==> config.mk <==
export PLATFORM = sky130hd
export DESIGN_NAME = key_cmd_sequencer_flat
export DESIGN_NICKNAME = d
export VERILOG_FILES = /design/src/rtl/key_cmd_sequencer_if.sv /design/src/rtl/key_cmd_sequencer.sv /design/src/flat_wrapper.sv
export SDC_FILE = /design/constraint.sdc
export NUM_CORES = 1
export LEC_CHECK = 0
export ABC_AREA = 1
export CAP_MARGIN = 15
export CELL_PAD_IN_SITES_DETAIL_PLACEMENT = 0
export CELL_PAD_IN_SITES_GLOBAL_PLACEMENT = 1
export CORE_MARGIN = 3
export CORE_UTILIZATION = 46
export DETAILED_ROUTE_END_ITERATION = 6
export DONT_BUFFER_PORTS = 1
export PLACE_DENSITY = 0.79
export SLEW_MARGIN = 10
export SYNTH_ARGS = -nofsm -noshare
export SYNTH_HDL_FRONTEND = slang
export SYNTH_SLANG_ARGS = --single-unit
==> constraint.sdc <==
create_clock -name clk_M -period 2.5 [get_ports clk_M]
set_input_delay 0.25 -clock clk_M [delete_from_list [all_inputs] [get_ports clk_M]]
set_output_delay 0.25 -clock clk_M [all_outputs]
set_load 0.02 [all_outputs]
==> src/rtl/key_cmd_sequencer_if.sv <==
// Signal bundle between the keypad scanner, the key/command sequencer and
// the motion controller / display logic.
interface key_cmd_sequencer_if;
   logic       key_flag;
   logic [9:0] key_num;
   logic       cmd_valid;
   logic       cmd_ready;
   logic [2:0] cmd_op;
   logic [6:0] cmd_arg;
   logic [6:0] entry_val;
   logic       entering;
   logic       err;

   // The sequencer side: consumes key strobes, produces commands and feedback
   modport master (
      input  key_flag,
      input  key_num,
      input  cmd_ready,
      output cmd_valid,
      output cmd_op,
      output cmd_arg,
      output entry_val,
      output entering,
      output err
   );

   // The environment side: scanner, motion controller and display
   modport slave (
      output key_flag,
      output key_num,
      output cmd_ready,
      input  cmd_valid,
      input  cmd_op,
      input  cmd_arg,
      input  entry_val,
      input  entering,
      input  err
   );
endinterface

==> src/rtl/key_cmd_sequencer.sv <==
// Keypad command sequencer: turns one-cycle key strobes into motion/speed
// commands over a valid/ready handshake, assembles multi-digit speed entry,
// buffers one key while a command is stalled, and flags errors/timeouts.
module key_cmd_sequencer #(
   parameter int TICK_DIV   = 50,
   parameter int TIMEOUT_MS = 2000,
   parameter int DIGITS_MAX = 2,
   parameter int SPEED_MAX  = 99
) (
   input logic                 clk_M,
   input logic                 reset,
   key_cmd_sequencer_if.master bus
);

   typedef enum logic [1:0] {
      IDLE  = 2'd0,
      ENTRY = 2'd1,
      ISSUE = 2'd2
   } state_t;

   localparam int PW = (TICK_DIV > 1) ? $clog2(TICK_DIV) : 1;
   localparam int MW = $clog2(TIMEOUT_MS + 1);

   localparam logic [PW-1:0] PRESC_LAST = PW'(TICK_DIV - 1);
   localparam logic [MW-1:0] MS_LAST    = MW'(TIMEOUT_MS - 1);
   localparam logic [1:0]    DIGITS_LIM = 2'(DIGITS_MAX);
   localparam logic [6:0]    SPEED_LIM  = 7'(SPEED_MAX);
   localparam logic [6:0]    TEN        = 7'd10;

   localparam logic [2:0] OP_FWD   = 3'd1;
   localparam logic [2:0] OP_BWD   = 3'd2;
   localparam logic [2:0] OP_LEFT  = 3'd3;
   localparam logic [2:0] OP_RIGHT = 3'd4;
   localparam logic [2:0] OP_STOP  = 3'd5;
   localparam logic [2:0] OP_SPEED = 3'd6;

   localparam logic [3:0] KEY_STOP  = 4'd14;
   localparam logic [3:0] KEY_ENTER = 4'd15;

   state_t          state;
   logic            cmd_valid_q;
   logic [2:0]      cmd_op_q;
   logic [6:0]      cmd_arg_q;
   logic [6:0]      entry_q;
   logic [1:0]      digit_cnt;
   logic            err_q;
   logic            pend_valid;
   logic [3:0]      pend_code;
   logic [PW-1:0]   presc;
   logic [MW-1:0]   ms_cnt;

   logic            live_ok;
   logic [3:0]      live_code;
   logic            eff_ok;
   logic [3:0]      eff_code;
   logic            eff_digit;
   logic            store_live;
   logic            tick_wrap;
   logic            time_up;
   logic            entry_accept;

   assign bus.cmd_valid = cmd_valid_q;
   assign bus.cmd_op    = cmd_op_q;
   assign bus.cmd_arg   = cmd_arg_q;
   assign bus.entry_val = entry_q;
   assign bus.entering  = (state == ENTRY);
   assign bus.err       = err_q;

   // Pick the key to act on this cycle (a buffered key wins over the live
   // strobe outside ISSUE) and decide whether the live strobe must be
   // parked in the pending buffer instead.
   always_comb begin
      live_ok      = bus.key_flag && (bus.key_num < 10'd16);
      live_code    = bus.key_num[3:0];
      eff_ok       = (state != ISSUE) && (pend_valid || live_ok);
      eff_code     = pend_valid ? pend_code : live_code;
      eff_digit    = (eff_code < 4'd10);
      store_live   = live_ok && ((state == ISSUE) || pend_valid);
      tick_wrap    = (presc == PRESC_LAST);
      time_up      = tick_wrap && (ms_cnt == MS_LAST);
      entry_accept = eff_ok && ((eff_digit && (digit_cnt < DIGITS_LIM)) || (eff_code >= KEY_STOP));
   end

   // Main sequencer: state, registered outputs, pending buffer and timeout counters
   always_ff @(posedge clk_M) begin
      if (reset) begin
         state       <= IDLE;
         cmd_valid_q <= 1'b0;
         cmd_op_q    <= 3'd0;
         cmd_arg_q   <= 7'd0;
         entry_q     <= 7'd0;
         digit_cnt   <= 2'd0;
         err_q       <= 1'b0;
         pend_valid  <= 1'b0;
         pend_code   <= 4'd0;
         presc       <= '0;
         ms_cnt      <= '0;
      end else begin
         err_q <= 1'b0;

         if ((state != ISSUE) && pend_valid) begin
            pend_valid <= 1'b0;
         end

         if (store_live) begin
            if ((state == ISSUE) && pend_valid) begin
               if (live_code == KEY_STOP) begin
                  pend_code <= live_code;
               end else begin
                  err_q <= 1'b1;
               end
            end else begin
               pend_valid <= 1'b1;
               pend_code  <= live_code;
            end
         end

         case (state)
            IDLE: begin
               if (eff_ok) begin
                  if (eff_digit) begin
                     entry_q   <= {3'b000, eff_code};
                     digit_cnt <= 2'd1;
                     presc     <= '0;
                     ms_cnt    <= '0;
                     state     <= ENTRY;
                  end else if (eff_code == KEY_ENTER) begin
                     err_q <= 1'b1;
                  end else begin
                     cmd_valid_q <= 1'b1;
                     cmd_arg_q   <= 7'd0;
                     state       <= ISSUE;
                     case (eff_code)
                        4'd10:   cmd_op_q <= OP_FWD;
                        4'd11:   cmd_op_q <= OP_BWD;
                        4'd12:   cmd_op_q <= OP_LEFT;
                        4'd13:   cmd_op_q <= OP_RIGHT;
                        default: cmd_op_q <= OP_STOP;
                     endcase
                  end
               end
            end

            ENTRY: begin
               if (entry_accept) begin
                  if (eff_digit) begin
                     entry_q   <= (entry_q * TEN) + {3'b000, eff_code};
                     digit_cnt <= digit_cnt + 2'd1;
                     presc     <= '0;
                     ms_cnt    <= '0;
                  end else begin
                     entry_q   <= 7'd0;
                     digit_cnt <= 2'd0;
                     presc     <= '0;
                     ms_cnt    <= '0;
                     if (eff_code == KEY_STOP) begin
                        cmd_valid_q <= 1'b1;
                        cmd_op_q    <= OP_STOP;
                        cmd_arg_q   <= 7'd0;
                        state       <= ISSUE;
                     end else if (entry_q <= SPEED_LIM) begin
                        cmd_valid_q <= 1'b1;
                        cmd_op_q    <= OP_SPEED;
                        cmd_arg_q   <= entry_q;
                        state       <= ISSUE;
                     end else begin
                        err_q <= 1'b1;
                        state <= IDLE;
                     end
                  end
               end else begin
                  if (eff_ok) begin
                     err_q <= 1'b1;
                  end
                  if (time_up) begin
                     err_q     <= 1'b1;
                     state     <= IDLE;
                     entry_q   <= 7'd0;
                     digit_cnt <= 2'd0;
                     presc     <= '0;
                     ms_cnt    <= '0;
                  end else if (tick_wrap) begin
                     presc  <= '0;
                     ms_cnt <= ms_cnt + 1'b1;
                  end else begin
                     presc <= presc + 1'b1;
                  end
               end
            end

            ISSUE: begin
               if (bus.cmd_ready) begin
                  cmd_valid_q <= 1'b0;
                  cmd_op_q    <= 3'd0;
                  cmd_arg_q   <= 7'd0;
                  state       <= IDLE;
               end
            end

            default: begin
               state <= IDLE;
            end
         endcase
      end
   end

endmodule

==> src/flat_wrapper.sv <==
// flat-port wrapper written by rule: the top's interface ports become plain ports
module key_cmd_sequencer_flat 
#(
   parameter int TICK_DIV   = 50,
   parameter int TIMEOUT_MS = 2000,
   parameter int DIGITS_MAX = 2,
   parameter int SPEED_MAX  = 99
)
  (clk_M, reset, bus_key_flag, bus_key_num, bus_cmd_ready, bus_cmd_valid, bus_cmd_op, bus_cmd_arg, bus_entry_val, bus_entering, bus_err);
  key_cmd_sequencer_if bus_i ();
  input logic clk_M;
  input logic reset;
  input wire logic [$bits(bus_i.key_flag)-1:0] bus_key_flag;
  input wire logic [$bits(bus_i.key_num)-1:0] bus_key_num;
  input wire logic [$bits(bus_i.cmd_ready)-1:0] bus_cmd_ready;
  output wire logic [$bits(bus_i.cmd_valid)-1:0] bus_cmd_valid;
  output wire logic [$bits(bus_i.cmd_op)-1:0] bus_cmd_op;
  output wire logic [$bits(bus_i.cmd_arg)-1:0] bus_cmd_arg;
  output wire logic [$bits(bus_i.entry_val)-1:0] bus_entry_val;
  output wire logic [$bits(bus_i.entering)-1:0] bus_entering;
  output wire logic [$bits(bus_i.err)-1:0] bus_err;
  assign bus_i.key_flag = bus_key_flag;
  assign bus_i.key_num = bus_key_num;
  assign bus_i.cmd_ready = bus_cmd_ready;
  assign bus_cmd_valid = bus_i.cmd_valid;
  assign bus_cmd_op = bus_i.cmd_op;
  assign bus_cmd_arg = bus_i.cmd_arg;
  assign bus_entry_val = bus_i.entry_val;
  assign bus_entering = bus_i.entering;
  assign bus_err = bus_i.err;
  key_cmd_sequencer #(.TICK_DIV(TICK_DIV), .TIMEOUT_MS(TIMEOUT_MS), .DIGITS_MAX(DIGITS_MAX), .SPEED_MAX(SPEED_MAX)) u_core (.clk_M(clk_M), .reset(reset), .bus(bus_i));
endmodule
======== Word level (Yosys, flattened, before mapping) ========
Index checks and enable logic that the tools add are counted.
operators by class
  $add $sub $neg .......................... 4
  $mul .................................... 1
  order comparisons ....................... 5
  eq/ne operators ......................... 25
  multiplexer cells ....................... 80
  reductions and logical operators ........ 20
operators with widths
  operator                                                     number
  two-way mux 7 bit                                            13
  two-way mux 11 bit                                           5
  two-way mux 6 bit                                            5
  == test 4 bit, second input constant                         7
  two-way mux 2 bit                                            13
  two-way mux 3 bit                                            8
  two-way mux 1 bit                                            23
  one-hot mux 11 bit (2 select lines)                          1
  one-hot mux 7 bit (3 select lines)                           1
  one-hot mux 7 bit (2 select lines)                           1
  two-way mux 4 bit                                            3
  inequality test 2 bit, second input constant                 6
  one-hot mux 3 bit (4 select lines)                           1
  one-hot mux 6 bit (2 select lines)                           1
  adder 11 x 1 -> 11 bit, second input constant                1
  == test 11 bit, second input constant                        1
  less-than comparator 10 x 5 -> 1 bit, second input constant  1
  one-hot mux 3 bit (3 select lines)                           1
  logical AND 1 bit                                            8
  AND reduction 4 bit                                          2
  AND reduction 8 bit                                          1
  adder 7 x 4 -> 7 bit                                         1
  less-or-equal comparator 7 bit, second input constant        1
  multiplier 7 x 3 -> 6 bit, second input constant             1
  other kinds (24)                                             29
storage, ports and cells
  register bits after elaboration ......... 45
  input port bits ......................... 14
  output and inout bits ................... 20
  logic and storage cells ................. 146

======== Depth between registers and ports, before layout ========
Gate-level depths: netlist of the first run.
  depth in word-level cells ............... 9
  depth in mapped cells ................... 15
  mapped depth without buffers ............ 14

======== Least setup slack after synthesis of the first run ========
Ideal clock, no wire load.
  kind .................................... register -> register
  start point ............................. register u_core.entry_q[3], in the netlist u_core.bus.entry_val[3]
  end point ............................... register u_core.entry_q[5], in the netlist u_core.bus.entry_val[5]
  library setup time ...................... 69 ps
  arrival ................................. 1915 ps
  data required time ...................... 2431 ps
  setup slack ............................. 516 ps
  stages on the path, launching flop included .. 9
  path buffers ............................ 0
  period minus slack after synthesis ...... 1984 ps
  path through ............................ dfxtp_1 > ha_1 > ha_1 > inv_1 > fa_1 > xor2_1 > nor2_1 > nand3_1 > a21oi_2
on the way
  longest elaborated chain between the ends .. 5
ends and longest elaborated chain
  item                                line                      text
  start: declaration                  key_cmd_sequencer.sv:44   logic [6:0] entry_q;
  start signal: assignment            key_cmd_sequencer.sv:122  entry_q <= {3'b000, eff_code};
  start signal: assignment            key_cmd_sequencer.sv:147  entry_q <= (entry_q * TEN) + {3'b000, eff_code};
  multiplier 7 x 3 -> 6 bit           key_cmd_sequencer.sv:147
  adder 7 x 4 -> 7 bit                key_cmd_sequencer.sv:147
  two-way mux 7 bit                   key_cmd_sequencer.sv:146  if (eff_digit) begin
  two-way mux 7 bit                   key_cmd_sequencer.sv:145  if (entry_accept) begin
  one-hot mux 7 bit (2 select lines)  key_cmd_sequencer.sv:118  case (state)
Every way passes these cells.
A chain may end at the register's enable or synchronous reset.

======== Worst setup path in the final report of the first run ========
  start point ............................. register u_core.state[0]
  end point ............................... register u_core.ms_cnt[9]
on the way
  longest elaborated chain between the ends .. 5
  elaborated cells on any way between the ends .. 12
  classes of those cells .................. eq/ne: 5; mux: 2; reduce/logical: 5
ends and longest elaborated chain
  item                                                                                         line                      text
  start: declaration                                                                           key_cmd_sequencer.sv:40   state_t state;
  start signal: assignment                                                                     key_cmd_sequencer.sv:87   state <= IDLE;
  start signal: assignment                                                                     key_cmd_sequencer.sv:126  state <= ENTRY;
  start signal: assignment                                                                     key_cmd_sequencer.sv:132  state <= ISSUE;
  inequality test 2 bit                                                                        key_cmd_sequencer.sv:75   eff_ok = (state != ISSUE) && (pend_valid || live_ok);
  logical AND 1 bit                                                                            key_cmd_sequencer.sv:75
  logical AND 1 bit                                                                            key_cmd_sequencer.sv:81   entry_accept = eff_ok && ((eff_digit && (digit_cnt < DIGITS_LIM)) || (eff_code >= KEY_STOP));
  inequality test 4 x 1 -> 1 bit (no source line) or two-way mux 11 bit (tied branches)        n/a
  AND reduction 4 bit (no source line) or one-hot mux 11 bit (2 select lines) (tied branches)  n/a
  end signal: assignment                                                                       key_cmd_sequencer.sv:184  ms_cnt <= ms_cnt + 1'b1;
  end: declaration                                                                             key_cmd_sequencer.sv:50   logic [MW-1:0] ms_cnt;
Parallel ways exist; a longest one is shown, timed or not.

==> results of run 1 <==
per-stage QoR:
stage | setup WS (ps) | power, mW
6_report | 343 | 2.74
5_1_grt | 105 | 2.99
4_1_cts | 199 | 2.77
3_5_place_dp | 244 | 2.27
3_3_place_gp | 291 | 2.26
2_1_floorplan | 516 | 2.08
final cells by class:
cell class | count | area share, %
tap | 93 | 3.42
multi-input combinational | 352 | 57.9
clock buffer | 5 | 2.02
inverter | 61 | 6.99
sequential | 45 | 26.5
timing repair buffer | 10 | 2.43
clock inverter | 3 | 0.735
state kept, by name, indices dropped and copies added (netlist names):
register	flops
u_core.bus.cmd_arg	7
u_core.bus.cmd_op	3
u_core.bus.cmd_valid	1
u_core.bus.entry_val	7
u_core.bus.err	1
u_core.digit_cnt	2
u_core.ms_cnt	11
u_core.pend_code	4
u_core.pend_valid	1
u_core.presc	6
u_core.state	2
kinds of logic (layout without fill, tap and decap cells):
group,after synthesis,in the layout
adders and majority gates,16,16
xor gates and xnor gates,15,15
and+or+nand+nor,271,271
DFF,45,45
buffers and inverters,73,79
AOI/OAI and AO/OA,50,50
placed cells by master (no fill, tap or decap), drive strengths merged, types with 2 or more instances in the layout:
master / Yosys / routed
dlygate4sd3: 0 / 3
o22ai: 3 / 3
xnor2: 4 / 4
nand2: 131 / 131
buf: 9 / 7
o21ai: 20 / 20
xor2: 11 / 11
inv: 59 / 60
nor3: 5 / 5
nand4: 7 / 7
dfxtp: 45 / 45
fa: 2 / 2
ha: 14 / 14
a31oi: 2 / 2
nand3: 40 / 40
nor2: 84 / 84
a21oi: 24 / 24
clkinv: 2 / 3
clkbuf: 3 / 5
or2: 2 / 2
layer usage:
metal  vias up  part of all wire [%]  GRT usage (%)
li1       1489                     -              -
met1      1244                    45           25.4
met2        54                    49           35.2
met3        22                   3.4           3.50
met4         0                   2.8           7.98
met5         -                     0              0
power by group through the flow:
| stage | combinational (mW) | clock (mW) | sequential, mW |
|---|---|---|---|
| final | 1.23 | 0.483 | 1.02 |
| after global placement | 1.22 | 0 | 1.04 |
| after global routing | 1.42 | 0.530 | 1.04 |
| after detailed placement | 1.22 | 0 | 1.05 |
| after floorplan | 1.04 | 0 | 1.03 |
| after CTS | 1.24 | 0.502 | 1.03 |
critical path, cell delays in order, from the launching register on:
cell	delay, ps
dfxtp_1	380
inv_1	90
ha_1	240
inv_1	200
nand2_1	130
nand2_1	130
nand2_4	80
nor2_8	290
nand2_4	200
inv_1	120
nand2_1	60
nand2_1	50
nor2_1	30
worst paths after layout:
check / from / slack (ps) / to / cells after the start
worst max-delay path: u_core.state[0]$_SDFFE_PP0P_ / 340 / u_core.ms_cnt[9]$_SDFFE_PP0P_ / 12
worst min-delay path: bus_key_num[1] / 140 / u_core.pend_code[1]$_SDFFE_PP0P_ / 2
worst max register to register: u_core.state[0]$_SDFFE_PP0P_ / 340 / u_core.ms_cnt[9]$_SDFFE_PP0P_ / 12
worst min register to register: u_core.pend_code[0]$_SDFFE_PP0P_ / 470 / u_core.pend_code[0]$_SDFFE_PP0P_ / 2
timing repair:
item	4_1_cts	5_1_grt
hold endpoints to repair	15	1
hold buffers	2	1
buffers inserted	0	0
resized for setup	0	1
setup endpoints to repair	0	1
==> impl_metrics.py, run 1 <==
metrics = {
    "outcome": {
        "outcome": "finished, final reports clean",
    },
    "min_path": {
        "min-delay-path-class": "primary input to flop",
    },
    "clock_network": {
        "cts_buffers": 5,
        "cts_max_path_buffers": 2,
        "clkSlewWorstSetupHoldPaths_ps": 90,
        "tritoncts": "yes",
        "clock_sinks": 45,
        "insertion_delay_ps": 300,
        "cts_htree_levels": 2,
        "ctsRootBufferMaster": "clkbuf_8",
    },
    "power_and_ir_drop": {
        "power_switching_mw": 1.28,
        "p_per_area_mw_per_mm2": 804,
        "peakVddDrop_uv": 435,
        "power.share.sequential_pct": 37.4,
        "combinationalPowerShare_pct": 45.0,
        "p_sw_share_pct": 46.7,
        "pwr-share-clk_pct": 17.6,
        "power_leakage_nw": 1.45,
        "power.internal_mw": 1.46,
    },
    "layout": {
        "antenna_cells": 0,
        "syn2layout_area_growth_pct": 5.96,
        "utilization_pct": 51.8,
        "regArea_sq_um": 902,
        "nFillCells": 688,
        "final_area_sq_mm": 0.00340,
        "multi_input_area_sq_mm": 0.00197,
        "finalNonFillerCells": 569,
        "nets": 505,
        "drive_gt1_share_pct": 15.1,
    },
    "critical_path": {
        "startpoint_type": "flop",
        "path_class": "flop to flop",
        "end_kind": "flop",
        "crit_arrival_ps": 2320,
        "worstPathRequired_ps": 2670,
        "crit_fanout": 20,
    },
    "timing": {
        "worst_pin_slew_ps": 922,
        "max_freq_mhz": 464,
        "tns_ps": 0,
        "slew_headroom_pct": 38.3,
        "hold_slack_ps": 143,
        "drv_slew": 0,
        "fin_crit_sh_pct": 86.3,
        "rsz0062_at_grt": "false",
        "hold_viol_final": 0,
        "post-route-min-period_ps": 2160,
        "fin_worst_skew_ps": 7.09,
        "finalSetupViolations": 0,
    },
    "place": {
        "dp_hpwl_mm": 5.56,
        "place.gp.congestion": 0.845,
        "placed_area_sq_mm": 0.00328,
        "dp_cells": 558,
        "io_buffers": 0,
    },
    "logic_synthesis": {
        "syn_area_sq_mm": 0.00321,
        "synth_compound_area_share_pct": 9.47,
        "syn-instance-count": 470,
        "yosys.area.top_type": "dfxtp_1",
        "yosys-top-cells-count": "nand2_1 (101), nor2_1 (78), inv_1 (58)",
        "synth_edf_count": 0,
        "avgSynthCellArea_sq_um": 6.83,
        "yosys-top-cells-area": "dfxtp_1 (28%), nand2_1 (12%), nor2_1 (9.1%)",
        "ys_async_sr_fraction_pct": 0,
        "syn_nets": 500,
        "synth_top_family_by_area": "simple AND/OR/NAND/NOR gates",
        "yosys_warnings": 0,
        "yosys.area_share.simple_pct": 41.1,
        "synth_most_common_cell": "nand2_1",
        "synth_mux_area_share_pct": 0,
        "yosysTopAreaCellShare_pct": 28.0,
        "synth_xor_area_share_pct": 4.09,
        "synthFlopType": "dfxtp_1",
        "synth_fa_ha_area_share_pct": 6.70,
        "seq_area_frac_synth_pct": 28.0,
        "synth.distinct_cells": 39,
        "ys_ff_latch": 45,
    },
    "die": {
        "rows": 29,
        "start_util_pct": 48.9,
        "die-area_sq_mm": 0.00802,
        "die_w_um": 89.6,
        "core_area_sq_mm": 0.00657,
        "io_pins": 34,
        "die_h_um": 89.6,
    },
    "global_route": {
        "gr-total-overflow": 0,
        "grt_usage_pct": 20.5,
        "grt_first_pass_wirelength_mm": 12.8,
        "grt_pass1_vias": 2781,
        "antenna_found_initial": 0,
        "grt_max_degree": 25,
    },
    "detailed_routing": {
        "antenna_left": 0,
        "drtIter0Drc": 115,
        "first_pass_iters": 4,
        "drcViolationCount": 0,
        "vias": 2809,
        "wire_per_inst_um": 13.2,
        "drt-total-wl_mm": 7.49,
        "viasPerCell": 4.94,
    },
    "flow_run": {
        "cap_violations": 0,
    },
}
No activity file was read; power rests on OpenSTA's default activity.
==> run 2: changes to the inputs <==
--- a/config.mk
+++ b/config.mk
@@ -9,6 +9,7 @@
 export CAP_MARGIN = 15
 export CELL_PAD_IN_SITES_DETAIL_PLACEMENT = 0
 export CELL_PAD_IN_SITES_GLOBAL_PLACEMENT = 1
+export CORE_ASPECT_RATIO = 2
 export CORE_MARGIN = 3
 export CORE_UTILIZATION = 46
 export DETAILED_ROUTE_END_ITERATION = 6
==> run 2 against run 1 <==
  * Worst hold slack worse by 130 ps
  * Register-to-register slack got worse by 120 ps
  * Critical path depth shrank 2
  * Combinational power barely moved
  * Wire length is 6.0% higher
  * Die area is 0.76% higher
  * Setup slack lost 120 ps
  * Sequential share of layout area fell by 0.40 points
  * Via count grew 1.5%
  * Sequential cell count unchanged
==> impl_metrics.py, run 2 (synthesized netlist as in run 1, its figures left out) <==
metrics = {
    "global_route": {
        "grt_first_pass_wirelength_mm": 13.1,
        "grt_max_degree": 25,
        "gr-total-overflow": 0,
        "grt_pass1_vias": 2840,
        "antenna_found_initial": 0,
        "grt_usage_pct": 21.2,
    },
    "timing": {
        "worst_pin_slew_ps": 739,
        "slew_headroom_pct": 50.6,
        "finalSetupViolations": 0,
        "rsz0062_at_grt": "false",
        "fin_crit_sh_pct": 91.2,
        "hold_viol_final": 0,
        "drv_slew": 0,
        "fin_worst_skew_ps": 3.74,
        "post-route-min-period_ps": 2280,
        "tns_ps": 0,
        "max_freq_mhz": 439,
    },
    "die": {
        "io_pins": 34,
        "die_w_um": 65.1,
        "die-area_sq_mm": 0.00808,
        "rows": 42,
        "start_util_pct": 48.1,
        "die_h_um": 124,
        "core_area_sq_mm": 0.00667,
    },
    "detailed_routing": {
        "drt-total-wl_mm": 7.94,
        "drcViolationCount": 0,
        "vias": 2850,
        "first_pass_iters": 4,
        "viasPerCell": 5.07,
        "drtIter0Drc": 106,
        "antenna_left": 0,
        "wire_per_inst_um": 14.1,
    },
    "layout": {
        "antenna_cells": 0,
        "final_cell_mix": "nand2_1 (101), nor2_1 (78), inv_1 (58), dfxtp_1 (45), nand3_1 (36)",
        "syn2layout_area_growth_pct": 7.44,
        "final_area_sq_mm": 0.00345,
        "final_common_cell": "nand2_1",
        "nFillCells": 728,
        "largest_register_ff_count": 11,
        "drive_gt1_share_pct": 15.2,
        "nets": 503,
        "regMostFlops": "u_core.ms_cnt",
    },
    "place": {
        "io_buffers": 0,
        "placed_area_sq_mm": 0.00328,
        "dp_hpwl_mm": 6.32,
        "place.gp.congestion": 0.835,
    },
    "critical_path": {
        "worstPathRequired_ps": 2720,
        "crit_arrival_ps": 2500,
        "cpMaxStageDelayCell": "dfxtp_1",
        "cp_slowest_stage_delay_ps": 620,
        "ff2ff_path_depth": 10,
        "end_kind": "flop",
        "crit_fanout": 10,
        "cp_cell_sequence": "nand2_1 > nand2_4 > ha_1 > inv_1 > fa_1 > o21ai_0 > xor2_1 > nor2_1 > nand3_1 > a21oi_2",
        "startpoint_type": "flop",
        "path_class": "flop to flop",
    },
    "clock_network": {
        "cts_buffers": 5,
        "cts_htree_levels": 2,
        "ctsRootBufferMaster": "clkbuf_16",
        "clkSlewWorstSetupHoldPaths_ps": 70,
        "post_cts_resized": 0,
        "cts_setup_buffers": 0,
        "ctsHoldBuffers": 0,
        "tritoncts": "yes",
        "clock_sinks": 45,
        "insertion_delay_ps": 290,
        "cts_max_path_buffers": 2,
    },
    "min_path": {
        "min-delay-path-class": "primary input to flop",
        "holdPathStages": 1,
    },
    "power_and_ir_drop": {
        "power_leakage_nw": 1.48,
        "peakVddDrop_uv": 538,
        "p_per_area_mw_per_mm2": 877,
    },
    "outcome": {
        "outcome": "finished, final reports clean",
    },
    "flow_run": {
        "cap_violations": 0,
    },
}
-- run 2: report_power, final --
part           leakage [nW]  internal, mW  switching, mW
Combinational          1.03         0.420          0.820
Clock                0.0800         0.473          0.292
Sequential            0.365         0.844          0.177
-- run 2: area by class of cell --
class	count	area, sq um	share of cell area [%]
flip-flops and latches	45	901	26.1
repair buffers	8	60.1	1.74
clock buffers	5	125	3.63
multi-input cells	352	1970	57.1
clock inverters	3	46.3	1.34
well taps	88	110	3.19
inverters	61	238	6.89
-- run 2: per-stage QoR --
| stage | power [mW] | setup slack [ps] | cells | hold slack [ps] | utilization (%) |
|---|---|---|---|---|---|
| final | 3.03 | 221 | 562 | 14.8 | 51.7 |
| after global routing | 3.25 | 23.2 | 562 | 4.09 | 51.7 |
| after CTS | 3.06 | 220 | 562 | 7.27 | 51.7 |
| after detailed placement | 2.29 | 227 | 554 | 316 | 49.1 |
| after global placement | 2.28 | 276 | 554 | 315 | 49.1 |
| after floorplan | 2.08 | 516 | 470 | 430 | - |
-- run 2: final timing paths --
| check | startpoint | to | slack (ps) |
|---|---|---|---|
| hold reg to reg | u_core.pend_code[0]$_SDFFE_PP0P_ | u_core.pend_code[0]$_SDFFE_PP0P_ | 470 |
| hold / removal | reset | u_core.ms_cnt[3]$_SDFFE_PP0P_ | 10 |
| setup / recovery | u_core.pend_valid$_SDFF_PP0_ | u_core.bus.entry_val[5]$_SDFFE_PP0P_ | 220 |
| setup reg to reg | u_core.pend_valid$_SDFF_PP0_ | u_core.bus.entry_val[5]$_SDFFE_PP0P_ | 220 |
-- run 2: routing by layer --
| layer | track usage [%] | wire length [um] | vias up |
|---|---|---|---|
| li1 | - | - | 1482 |
| met1 | 20.3 | 2750 | 1304 |
| met3 | 3.34 | 212 | 20 |
| met2 | 41.1 | 4530 | 44 |
| met5 | 0 | 0 | - |
| met4 | 13.1 | 445 | 0 |
-- run 2: worst max-delay path: cells and delay by family, from the launching register on --
| family | cells | cell delay (ps) |
|---|---|---|
| and+or+nand+nor | 4 | 490 |
| DFF | 1 | 620 |
| buffers and inverters | 1 | 60 |
| AOI/OAI and AO/OA | 2 | 350 |
| adders and majority gates | 2 | 610 |
| xor gates and xnor gates | 1 | 90 |
